`config.mk`:
```
export PLATFORM = sky130hd
export DESIGN_NAME = bu_pred
export DESIGN_NICKNAME = d
export VERILOG_FILES = /design/src/rtl/bu_pred.sv
export SDC_FILE = /design/constraint.sdc
export NUM_CORES = 1
export LEC_CHECK = 0
export BUFFER_PORTS_ARGS = -buffer_cell sky130_fd_sc_hd__buf_2
export CORE_UTILIZATION = 25
export DETAILED_ROUTE_END_ITERATION = 6
export MAX_ROUTING_LAYER = met4
export PLACE_DENSITY_LB_ADDON = 0.15
export SYNTH_ARGS = -nofsm -noshare
export SYNTH_HDL_FRONTEND = slang
export SYNTH_SLANG_ARGS = --single-unit
```
`constraint.sdc`:
```
create_clock -name clk -period 10.1 [get_ports clk]
set_clock_uncertainty 0.1 [all_clocks]
set_input_delay 0.505 -clock clk [delete_from_list [all_inputs] [get_ports clk]]
set_output_delay 0.505 -clock clk [all_outputs]
set_load 0.1 [all_outputs]
```
`src/rtl/bu_pred.sv`:
```
// bu_pred: execute-stage branch unit with a 2-bit saturating pattern history table.
// Resolves BEQ/BNE/BLT/BGE/JAL/JALR one cycle after acceptance, flags
// mispredict/misaligned targets, and serves fetch with a combinational lookup.
// Optional: define BU_PERF_CNT_EN to add perf_br_o / perf_mis_o event counters.
module bu_pred #(
    parameter int XLEN         = 32,
    parameter int PHT_ENTRIES  = 64,
    parameter int NB_OPERATION = 6
) (
    input  logic                    clk,
    input  logic                    rst,
    input  logic                    in_v_i,
    output logic                    in_rdy_o,
    input  logic [NB_OPERATION-1:0] cmd_i,
    input  logic                    unsign_cmp_i,
    input  logic [XLEN-1:0]         rs1_data_i,
    input  logic [XLEN-1:0]         rs2_data_i,
    input  logic [XLEN-1:0]         immediat_i,
    input  logic [XLEN-1:0]         pc_data_i,
    input  logic                    pred_taken_i,
    input  logic [XLEN-1:0]         pred_pc_i,
    output logic                    out_v_o,
    input  logic                    out_rdy_i,
    output logic [XLEN-1:0]         data_o,
    output logic                    branch_v_o,
    output logic [XLEN-1:0]         pc_nxt_o,
    output logic                    mispredict_o,
    output logic                    misaligned_o,
    input  logic                    flush_i,
`ifdef BU_PERF_CNT_EN
    output logic [XLEN-1:0]         perf_br_o,
    output logic [XLEN-1:0]         perf_mis_o,
`endif
    input  logic [XLEN-1:0]         lookup_pc_i,
    output logic                    lookup_taken_o
);

    localparam int IDX_W = $clog2(PHT_ENTRIES);

    // One-hot command bit positions
    localparam int OP_BEQ  = 0;
    localparam int OP_BNE  = 1;
    localparam int OP_BLT  = 2;
    localparam int OP_BGE  = 3;
    localparam int OP_JAL  = 4;
    localparam int OP_JALR = 5;

    logic [XLEN:0]   ext1, ext2, diff;
    logic            lt, eq;
    logic            one_hot, is_cond, is_jalr, taken;
    logic [XLEN-1:0] base, sum, target, link, nxt;
    logic            mal, mis;
    logic            accept;

    logic            out_v_q, br_q, mis_q, mal_q;
    logic [XLEN-1:0] data_q, pc_q;

    logic [1:0]       pht [PHT_ENTRIES];
    logic [IDX_W-1:0] upd_idx, look_idx;
    logic [1:0]       cnt, cnt_nxt;
    logic             unused_lookup;

    assign in_rdy_o = ~out_v_q | out_rdy_i;
    // flush discards any same-cycle input, so it also blocks the PHT update
    assign accept   = in_v_i & in_rdy_o & ~flush_i;

    // Compare on XLEN+1 bits so one subtraction serves signed and unsigned
    always_comb begin
        ext1 = {(unsign_cmp_i ? 1'b0 : rs1_data_i[XLEN-1]), rs1_data_i};
        ext2 = {(unsign_cmp_i ? 1'b0 : rs2_data_i[XLEN-1]), rs2_data_i};
        diff = ext1 - ext2;
        lt   = diff[XLEN];
        eq   = (diff == '0);
    end

    // Direction decode; malformed commands resolve as a not-taken non-branch
    always_comb begin
        one_hot = $onehot(cmd_i);
        taken   = 1'b0;
        is_cond = 1'b0;
        is_jalr = 1'b0;
        if (one_hot) begin
            if (cmd_i[OP_BEQ]) begin
                taken   = eq;
                is_cond = 1'b1;
            end
            if (cmd_i[OP_BNE]) begin
                taken   = ~eq;
                is_cond = 1'b1;
            end
            if (cmd_i[OP_BLT]) begin
                taken   = lt;
                is_cond = 1'b1;
            end
            if (cmd_i[OP_BGE]) begin
                taken   = ~lt;
                is_cond = 1'b1;
            end
            if (cmd_i[OP_JAL]) taken = 1'b1;
            if (cmd_i[OP_JALR]) begin
                taken   = 1'b1;
                is_jalr = 1'b1;
            end
        end
    end

    // Target, next PC and redirect decision
    always_comb begin
        base   = is_jalr ? rs1_data_i : pc_data_i;
        sum    = base + immediat_i;
        target = is_jalr ? {sum[XLEN-1:1], 1'b0} : sum;
        link   = pc_data_i + XLEN'(4);
        nxt    = taken ? target : link;
        mal    = taken & target[1];
        mis    = ~mal & ((taken != pred_taken_i) | (nxt != pred_pc_i));
    end

    // Result register: flush beats accept, accept beats drain
    always_ff @(posedge clk) begin
        if (rst) begin
            out_v_q <= 1'b0;
            data_q  <= '0;
            pc_q    <= '0;
            br_q    <= 1'b0;
            mis_q   <= 1'b0;
            mal_q   <= 1'b0;
        end else if (flush_i) begin
            out_v_q <= 1'b0;
        end else if (accept) begin
            out_v_q <= 1'b1;
            data_q  <= link;
            pc_q    <= nxt;
            br_q    <= taken;
            mis_q   <= mis;
            mal_q   <= mal;
        end else if (out_rdy_i) begin
            out_v_q <= 1'b0;
        end
    end

    assign out_v_o      = out_v_q;
    assign data_o       = data_q;
    assign pc_nxt_o     = pc_q;
    assign branch_v_o   = br_q;
    assign mispredict_o = mis_q;
    assign misaligned_o = mal_q;

    assign upd_idx  = pc_data_i[IDX_W+1:2];
    assign look_idx = lookup_pc_i[IDX_W+1:2];

    // Saturating counter step for the branch being accepted
    always_comb begin
        cnt = pht[upd_idx];
        if (taken) cnt_nxt = (cnt == 2'b11) ? cnt : cnt + 2'd1;
        else       cnt_nxt = (cnt == 2'b00) ? cnt : cnt - 2'd1;
    end

    // PHT storage: weakly not-taken after reset, conditional branches train it
    always_ff @(posedge clk) begin
        if (rst) begin
            for (int unsigned i = 0; i < PHT_ENTRIES; i++) pht[i] <= 2'b01;
        end else if (accept && is_cond) begin
            pht[upd_idx] <= cnt_nxt;
        end
    end

    // Read-before-write: a same-cycle update is not visible to the lookup
    assign lookup_taken_o = pht[look_idx][1];
    assign unused_lookup  = ^{lookup_pc_i[XLEN-1:IDX_W+2], lookup_pc_i[1:0]};

`ifdef BU_PERF_CNT_EN
    logic [XLEN-1:0] perf_br_q, perf_mis_q;

    // Event counters: accepted conditional branches and consumed mispredicts
    always_ff @(posedge clk) begin
        if (rst) begin
            perf_br_q  <= '0;
            perf_mis_q <= '0;
        end else begin
            if (accept && is_cond) perf_br_q <= perf_br_q + XLEN'(1);
            if (out_v_q && out_rdy_i && mis_q) perf_mis_q <= perf_mis_q + XLEN'(1);
        end
    end

    assign perf_br_o  = perf_br_q;
    assign perf_mis_o = perf_mis_q;
`endif

endmodule
```
==> impl_metrics.csv, run 1 <==
group,metric,value,unit
status,outcome,"finished clean",
synth,synth_top_cells_by_area,"edfxtp_1 (26%), dfxtp_1 (9.2%), ha_1 (5.6%), nor2_1 (4.5%), nand2_1 (3.5%)",
detailed_routing,wl,60.9,mm
synth,ys_types,101,
clocking,numClockSinks,196,
sta,setup-tns-final,0,ns
placed_design,place_hpwl,46.7,mm
finish,mostFrequentLayoutCell,"buf_2",
global_route,gr-total-overflow,0,
synth,synth_fp_nets,1923,
hold_path,min_path_type,"in -> reg",
critical_path,crit_slowest_cell,"nand2_1",
finish,nets,2095,
clocking,cts-resized-gates,0,
synth,yosys.area.top_type_share,26.0,%
placed_design,port_buffers,248,
critical_path,critical_path_arrival,7.95,ns
critical_path,r2r_cells,6,
job,drv_cap,0,
finish,instances_no_fill,2612,
die,die_y,245,µm
synth,yosysSeqAreaShare,35.1,%
critical_path,endpoint_kind,"register",
clocking,clk_latency,0.50,ns
sta,whs,0.122,ns
die,rows,88,
detailed_routing,drt-initial-drc-count,1140,
die,start_util,25.5,%
sta,hold_viol_final,0,
clocking,htreeDepth,4,
detailed_routing,ant_nets,0,
finish,final_area,17300,µm²
synth,yosysTopAreaCell,"edfxtp_1",
clocking,root_buffer,"clkbuf_16",
sta,rsz0062_at_grt,"false",
global_route,grt_max_degree,88,
synth,ys.warnings.count,0,
finish,postLayoutCoreUtil,29.8,%
synth,synth.avg_cell_area,8.99,µm²
clocking,cts_buffer_depth,2,
clocking,cts_tree,"built",
sta,setup_violations,0,
sta,min_period,7.68,ns
placed_design,placed_cells,2566,
sta,final_max_slew_viol_count,0,
sta,tightestPinTransition,1.09,ns
synth,syn_inst,1648,
global_route,antenna_found_initial,15,
die,ioPinCount,275,
die,core_area,58100,µm²
critical_path,critPathRequiredTime,10.38,ns
finish,synthToLayoutAreaGrowth,16.9,%
pwr,leakage,6.44,nW
finish,drive_gt1_share,26.0,%
clocking,ctsHoldBuffers,0,
sta,max_freq,0.130,GHz
pwr,p_per_area,149,nW/µm²
synth,syn_area,14800,µm²
placed_design,place.gp.congestion,0.917,
detailed_routing,vias,13653,
finish,final_cell_mix,"buf_2 (247), nor2_1 (178), nand2_1 (140)",
global_route,grt_pass1_wl,87.2,mm
sta,fin_crit_sh,76.0,%
synth,async_flop_share,0,%
detailed_routing,drc,0,
die,die_w,245,µm
critical_path,cp_max_fo,20,
clocking,cts_setup_buffers,0,
critical_path,startpoint_type,"primary input",
clocking,clk_pin_slew,0.08,ns
detailed_routing,firstDrtPassIters,5,
global_route,grt_pass1_vias,13022,
synth,ys.flop_type,"edfxtp_1",
hold_path,hold_depth,2,
critical_path,critical_path_class,"in -> reg",
placed_design,dpl_cell_area,16700,µm²
clocking,cts_made_buffers,17,
pwr,peakVddDrop,143,µV
die,die_area,60200,µm²
detailed_routing,wire_per_inst,23.3,µm
synth,synth_edf_count,128,
synth,ys_seq_elements,196,
global_route,track_usage,20.4,%
sta,slew_headroom,27.3,%
critical_path,cpPeakStageDelay,0.70,ns
detailed_routing,via_per_inst,5.23,
==> report_power, final <==
part | internal, mW | switching [mW]
clock | 0.354 | 0.370
combinational | 0.308 | 0.640
sequential | 0.879 | 0.0197
==> kinds of logic after synthesis <==
kind of cell             after synthesis  share of synthesized area (%)
AO/OA/AOI/OAI                        399                           19.4
XOR/XNOR                              97                           5.74
adder cells (fa/ha/maj)               72                           6.25
buffers and inverters                175                           4.95
flip-flops                           196                           35.1
multiplexers                          80                           7.56
AND/OR/NAND/NOR                      629                           20.9
==> metrics by stage <==
stage          power, mW  setup slack [ns]
3_5_place_dp        1.86              1.92
5_1_grt             2.69              1.86
2_1_floorplan       1.59              3.15
6_report            2.57              2.42
3_3_place_gp        1.87              1.91
4_1_cts             2.59              2.39
==> worst paths after layout <==
check	from	to	slack (ns)
worst max-delay path	cmd_i[0]	mispredict_o	2.42
worst min register to register	data_o[3]	data_o[3]	0.37
worst min-delay path	flush_i	out_v_o	0.12
worst max register to register	out_v_o	pht[37][0]	6.30
==> critical path: cells and delay by family <==
family                   cells  cell delay, ns
AND/OR/NAND/NOR              8            2.53
adder cells (fa/ha/maj)      5            1.97
AO/OA/AOI/OAI                7            1.59
multiplexers                 2            0.67
XOR/XNOR                     1            0.39
buffers and inverters        4            0.27
==> Yosys cell counts, types with 5 or more instances <==
library cell / number
o21bai_1: 14
nor2_1: 178
mux4_2: 21
or3_1: 9
mux2i_1: 14
nand3_1: 25
nand2_1: 140
and2_1: 5
a21o_1: 24
nor3b_1: 8
nor3_1: 93
nand4_1: 29
o21a_1: 12
inv_1: 63
nor2b_1: 13
a22oi_1: 41
a221oi_1: 13
a211oi_1: 48
nor4_1: 9
and3_1: 22
mux2_2: 45
o2111ai_1: 5
o22ai_1: 6
xnor2_1: 58
a31oi_1: 20
xor2_1: 39
a21oi_1: 82
o21ai_0: 49
nand2b_1: 5
buf_1: 9
edfxtp_1: 128
a22o_1: 14
or2_2: 60
buf_2: 9
dfxtp_1: 68
ha_1: 66
clkbuf_1: 86
o211ai_1: 7
==> area by class of cell <==
class / instances / area, µm²
Antenna cell: 14 / 35.0
Sequential cell: 196 / 5200
Multi-Input combinational cell: 1277 / 8900
Clock inverter: 15 / 178
Inverter: 63 / 236
Tap cell: 765 / 957
Fill cell: 6222 / 40800
Timing Repair Buffer: 265 / 1370
Clock buffer: 17 / 425
==> registers in the layout, indices dropped and copies added (netlist names) <==
signal	cells
branch_v_o	1
data_o	32
misaligned_o	1
mispredict_o	1
out_v_o	1
pc_nxt_o	32
pht	128
==> layer usage <==
metal | GRT usage, % | up-vias | wire length, µm
met3 | 4.27 | 62 | 3570
met2 | 32.4 | 431 | 29200
met4 | 5.44 | 0 | 1300
met1 | 26.2 | 6681 | 26700
li1 | - | 6479 | -
met5 | - | - | 0
Note: power is estimated with default switching activity, not from simulation.
==> run 2: changes to the inputs <==
ABC_AREA = 1   (was default)
clock period = 6.4 ns   (was 10.1 ns; I/O delays follow)
==> run 2 against run 1 <==
Worst setup slack worse by 1.8 ns. Count of clock-buffer cells in the layout did not move. Highest routed layer unchanged. Routed wire length up 11%. Cell area up 11%. Area after synthesis up 10%. Synthesized cell count increased by 46%. Core utilization about the same. Largest power group unchanged. Die area up 10%. Non-clock buffer count up 21. Largest cell class unchanged.
==> impl_metrics.csv, run 2 <==
group,metric,value,unit
die,core_area,64500,µm²
hold_path,min_path_type,"in -> reg",
critical_path,crit_slowest_cell,"fa_1",
critical_path,critPathRequiredTime,6.67,ns
synth,async_flop_share,0,%
critical_path,critical_path_arrival,6.04,ns
sta,setup-tns-final,0,ns
critical_path,critical_path_class,"in -> reg",
die,die_y,258,µm
pwr,finalPower,4.37,mW
synth,ys.warnings.count,0,
clocking,cts_tree,"built",
placed_design,port_buffers,248,
synth,yosysTopAreaCell,"edfxtp_1",
detailed_routing,drt-initial-drc-count,1255,
critical_path,critPathTopFamily,"adder cells",
detailed_routing,vias,16529,
critical_path,endpoint_kind,"register",
sta,max_freq,0.173,GHz
global_route,grt_pass1_wl,99.3,mm
sta,final_max_slew_viol_count,0,
clocking,cts_made_buffers,17,
synth,synth_edf_count,128,
synth,yosys.area.top_type_share,23.5,%
synth,synth_fp_nets,2687,
clocking,cts_buffer_depth,2,
clocking,htreeDepth,4,
pwr,peakVddDrop,209,µV
die,rows,93,
sta,min_period,5.77,ns
die,start_util,25.3,%
finish,drive_gt1_share,15.7,%
sta,setup_violations,0,
job,drv_cap,0,
detailed_routing,wl,67.5,mm
sta,slew_headroom,28.4,%
global_route,grt_max_degree,92,
synth,ys_seq_elements,196,
finish,nets,2908,
clocking,cts_setup_buffers,0,
finish,synthToLayoutAreaGrowth,17.5,%
synth,yosysSeqAreaShare,31.9,%
global_route,busiest_layer,"met2",
global_route,gr-total-overflow,0,
clocking,clk_latency,0.50,ns
placed_design,pre_cts_ws,0.161,ns
sta,hold_viol_final,0,
critical_path,crit_buf_inv,6,
synth,synth.most_common_cell,"nand2_1",
detailed_routing,wire_per_inst,19.2,µm
sta,tightestPinTransition,1.07,ns
synth,ys_types,55,
finish,mostFrequentLayoutCell,"nand2_1",
global_route,grt_pass1_vias,15811,
finish,largest_register_ffs,128,
placed_design,place_hpwl,53.7,mm
clocking,numClockSinks,196,
die,die_w,258,µm
global_route,track_usage,20.8,%
global_route,met3_usage,3.09,%
global_route,globalRouteMet1Util,26.4,%
synth,syn_area,16300,µm²
pwr,p_per_area,228,nW/µm²
synth,synth_top_cells_by_area,"edfxtp_1 (24%), nand2_1 (15%), inv_1 (9.9%), dfxtp_1 (8.3%), nor2_1 (5.7%)",
clocking,clk_pin_slew,0.07,ns
sta,rsz0062_at_grt,"false",
synth,ys.flop_type,"edfxtp_1",
synth,ys_top_cells_by_count,"nand2_1 (668), inv_1 (430), nor2_1 (249)",
synth,syn_inst,2412,
die,die_area,66400,µm²
critical_path,crit_top_cell,"nand2_1",
pwr,leakage,8.92,nW
detailed_routing,drc,0,
sta,fin_crit_sh,90.1,%
critical_path,cp_max_fo,12,
status,outcome,"finished clean",
placed_design,place.gp.congestion,0.921,
detailed_routing,via_per_inst,4.71,
global_route,use_met2,34.0,%
detailed_routing,ant_nets,0,
clocking,root_buffer,"clkbuf_16",
critical_path,cpPeakStageDelay,0.53,ns
finish,final_cell_mix,"nand2_1 (667), inv_1 (429), buf_2 (248)",
detailed_routing,firstDrtPassIters,7,
global_route,antenna_found_initial,10,
synth,synth.avg_cell_area,6.77,µm²
critical_path,startpoint_type,"primary input",
sta,worst_slack,0.631,ns
finish,top_register,"pht",
die,ioPinCount,275,
[run 2: repair_timing]
| item | in CTS | in global routing |
|---|---|---|
| hold buffers | 2 | 0 |
| resized for setup | 0 | 0 |
| endpoints found under the hold margin | 1 | 0 |
[run 2: metal layers]
layer	vias to the layer above	wire, µm
met5	-	0
met1	7752	30200
met3	81	3500
li1	8212	-
met2	484	32300
met4	0	1540
[run 2: cell type report]
| cell class | count | area (µm²) |
|---|---|---|
| multi-input combinational | 1699 | 9080 |
| clock inverter | 15 | 214 |
| fill | 7222 | 45300 |
| antenna | 10 | 25.0 |
| tap | 855 | 1070 |
| inverter | 433 | 1630 |
| sequential | 196 | 5200 |
| timing repair buffer | 286 | 1560 |
| clock buffer | 17 | 425 |
[run 2: power by group]
part	internal, mW	leakage (nW)	total (mW)	switching, mW
clock network	0.635	0.309	1.23	0.591
logic	0.489	6.95	1.73	1.24
registers	1.39	1.67	1.42	0.0283
total	2.51	8.92	4.37	1.86
[run 2: cell families (layout without fill, tap and decap cells)]
logic type / after synthesis / count (layout) / synth area share (%)
adder cells (fa/ha/maj): 72 / 72 / 5.68
XOR/XNOR: 49 / 49 / 2.63
AO/OA/AOI/OAI: 348 / 348 / 12.7
flip-flops: 196 / 196 / 31.9
other: 0 / 10 / 0
buffers and inverters: 517 / 751 / 13.0
multiplexers: 6 / 6 / 0.406
AND/OR/NAND/NOR: 1224 / 1224 / 33.7
[run 2: worst reg2reg max path, cell delays in order, from the launching register on]
cell and delay [ns]:
edfxtp_1 0.38, a22o_1 0.24, a221oi_1 0.31, nand4_1 0.24, a22o_1 0.25, nor4_1 0.39, maj3_4 0.75, buf_4 0.41
nor2_1 0.07
[run 2: stage by stage]
| step | utilization (%) | cells | area, µm² | hold WS, ns |
|---|---|---|---|---|
| detailed placement | 28.7 | 3467 | 18500 | 0.369 |
| global route | 29.8 | 3511 | 19200 | 0.0513 |
| global placement | 28.7 | 3467 | 18500 | 0.372 |
| CTS | 29.7 | 3501 | 19200 | 0.0300 |
| floorplan | - | 2412 | 16300 | 0.298 |
| finish | 29.8 | 3511 | 19200 | 0.0648 |
[run 2: path summary, 6_finish.rpt]
kind                                    from  cells past startpoint  slack, ns            to
worst max-delay path                cmd_i[0]                     33       0.63  mispredict_o
worst min-delay path            pc_data_i[1]                      3       0.06     data_o[1]
worst max register to register    pht[42][0]                      8       3.01     pht[0][1]
worst min register to register  mispredict_o                      2       0.38  mispredict_o
==> run 3: changes to the inputs <==
ABC_AREA = default   (was 1)
==> run 3 against run 2 <==
Highest routed layer unchanged. Via count down 16%. Routed wire length down 12%. Count of clock-buffer cells in the layout up 1. Combinational power down 3%. Register-to-register slack better by 0.02 ns. Power down 3.6%. Largest power group unchanged. Cell count down 23%.
==> impl_metrics.csv, run 3 (synthesis results as in run 1) <==
group,metric,value,unit
status,outcome,"finished clean",
finish,num-fill-cells,6149,
pwr,power_frac_comb,40.0,%
sta,fin_crit_sh,96.8,%
global_route,busiest_layer,"met2",
detailed_routing,firstDrtPassIters,5,
pwr,p_int,2.57,mW
die,rows,88,
detailed_routing,ant_nets,0,
clocking,clk_pin_slew,0.08,ns
finish,drive_gt1_share,30.5,%
finish,mostFrequentLayoutCell,"buf_2",
sta,slew_headroom,28.3,%
critical_path,critical_path_class,"in -> reg",
global_route,grt_pass1_wl,86.9,mm
job,drv_cap,0,
sta,final_max_slew_viol_count,0,
sta,min_period,6.19,ns
die,start_util,25.5,%
global_route,grt_pass1_vias,13359,
finish,postLayoutCoreUtil,31.3,%
pwr,p_per_area,232,nW/µm²
clocking,numClockSinks,196,
placed_design,port_buffers,248,
die,ioPinCount,275,
global_route,gr-total-overflow,0,
die,die_y,245,µm
placed_design,place.gp.congestion,0.950,
detailed_routing,vias,13875,
finish,nets,2195,
critical_path,endpoint_kind,"register",
pwr,p_switching,1.64,mW
detailed_routing,drt-initial-drc-count,1026,
die,die_area,60200,µm²
critical_path,critPathRequiredTime,6.64,ns
critical_path,crit_buf_inv,5,
sta,setup_violations,0,
detailed_routing,via_per_inst,5.11,
sta,max_freq,0.161,GHz
hold_path,min_path_type,"in -> reg",
critical_path,startpoint_type,"primary input",
finish,largest_register_ffs,128,
critical_path,cp_max_fo,12,
die,die_w,245,µm
sta,hold_viol_final,0,
pwr,peakVddDrop,186,µV
critical_path,critical_path_arrival,6.43,ns
finish,synthToLayoutAreaGrowth,22.8,%
global_route,antenna_found_initial,17,
clocking,cts_made_buffers,17,
clocking,cts_buffer_depth,2,
critical_path,cpPeakStageDelay,0.54,ns
global_route,use_met2,28.7,%
finish,final_cell_mix,"buf_2 (247), nor2_1 (177), nand2_1 (139)",
global_route,track_usage,19.9,%
clocking,cts_tree,"built",
finish,top_register,"pht",
sta,rsz0062_at_grt,"true",
critical_path,crit_slowest_cell,"fa_1",
pwr,clkPwrFrac,26.5,%
clocking,clk_latency,0.46,ns
sta,whs,0.0709,ns
detailed_routing,wl,59.2,mm
pwr,p_seq_share,33.6,%
clocking,root_buffer,"clkbuf_16",
global_route,globalRouteMet1Util,28.4,%
placed_design,place_hpwl,46.0,mm
pwr,swShare,39.0,%
global_route,grt_max_degree,93,
global_route,met3_usage,3.46,%
clocking,htreeDepth,4,
detailed_routing,drc,0,
detailed_routing,wire_per_inst,21.8,µm
critical_path,critPathTopFamily,"adder cells",
sta,tightestPinTransition,1.08,ns
pwr,leakage,6.95,nW
die,core_area,58100,µm²
-- run 3: cell count changes in the layout (fill, tap and decap cells not counted), sizes merged, moves of 24 or more --
cell	before	now
nor3	23	94
a22oi	16	41
a211oi	2	51
o21ai	114	53
inv	438	71
mux2	5	45
or2	5	60
xnor2	19	58
nand3	130	25
nor2	312	178
and3	1	25
a21oi	126	83
nand2	673	140
buf	284	364
-- run 3: power by group through the flow --
stage / registers (mW) / logic [mW] / clock network [mW]
2_1_floorplan: 1.65 / 0.865 / 0
3_3_place_gp: 1.44 / 1.66 / 0
3_5_place_dp: 1.44 / 1.65 / 0
4_1_cts: 1.41 / 1.66 / 1.14
5_1_grt: 1.42 / 1.81 / 1.18
6_report: 1.41 / 1.68 / 1.12
-- run 3: what timing repair did --
item / CTS / global route
pin swaps: 1 / 10
endpoints found under the hold margin: 1 / 0
gates resized for setup: 3 / 16
setup buffers: 0 / 1
hold buffers: 1 / 0
setup endpoints to repair: 1 / 5
-- run 3: tightest hold or removal path, stage by stage --
cell    delay (ns)
buf_2         0.10
nor2_1        0.05
nor3_1        0.11
-- run 3: through the flow --
step / power [mW] / setup slack, ns / area, µm² / setup TNS [ns] / cells
floorplan: 2.52 / 0.0434 / 14900 / 0 / 1648
global placement: 3.10 / -0.433 / 17500 / -1.01 / 2664
detailed placement: 3.10 / -0.540 / 17500 / -1.66 / 2664
CTS: 4.21 / 0.0346 / 18100 / 0 / 2697
global route: 4.41 / -0.120 / 18200 / -0.120 / 2715
finish: 4.21 / 0.207 / 18200 / 0 / 2715
-- run 3: metal layers --
| metal | vias up | share of wire (%) |
|---|---|---|
| met5 | - | 0 |
| met4 | 0 | 1.8 |
| met3 | 50 | 6.0 |
| met2 | 457 | 44 |
| met1 | 6707 | 48 |
| li1 | 6661 | - |
-- run 3: final timing paths --
check / slack, ns / endpoint / from / cells after the start
setup / recovery: 0.21 / mispredict_o / cmd_i[0] / 28
hold / removal: 0.07 / out_v_o / in_v_i / 3
setup reg to reg: 3.03 / pht[8][0] / pht[5][1] / 9
hold reg to reg: 0.35 / pc_nxt_o[1] / pc_nxt_o[1] / 2
-- run 3: area by class of cell --
type	instances	area [µm²]	share of cell area, %
clock inverters	14	160	0.880
multi-input cells	1277	9020	49.6
clock buffers	18	429	2.36
flip-flops and latches	196	5200	28.6
repair buffers	365	2140	11.8
diodes	17	42.5	0.234
well taps	765	957	5.26
inverters	63	236	1.30
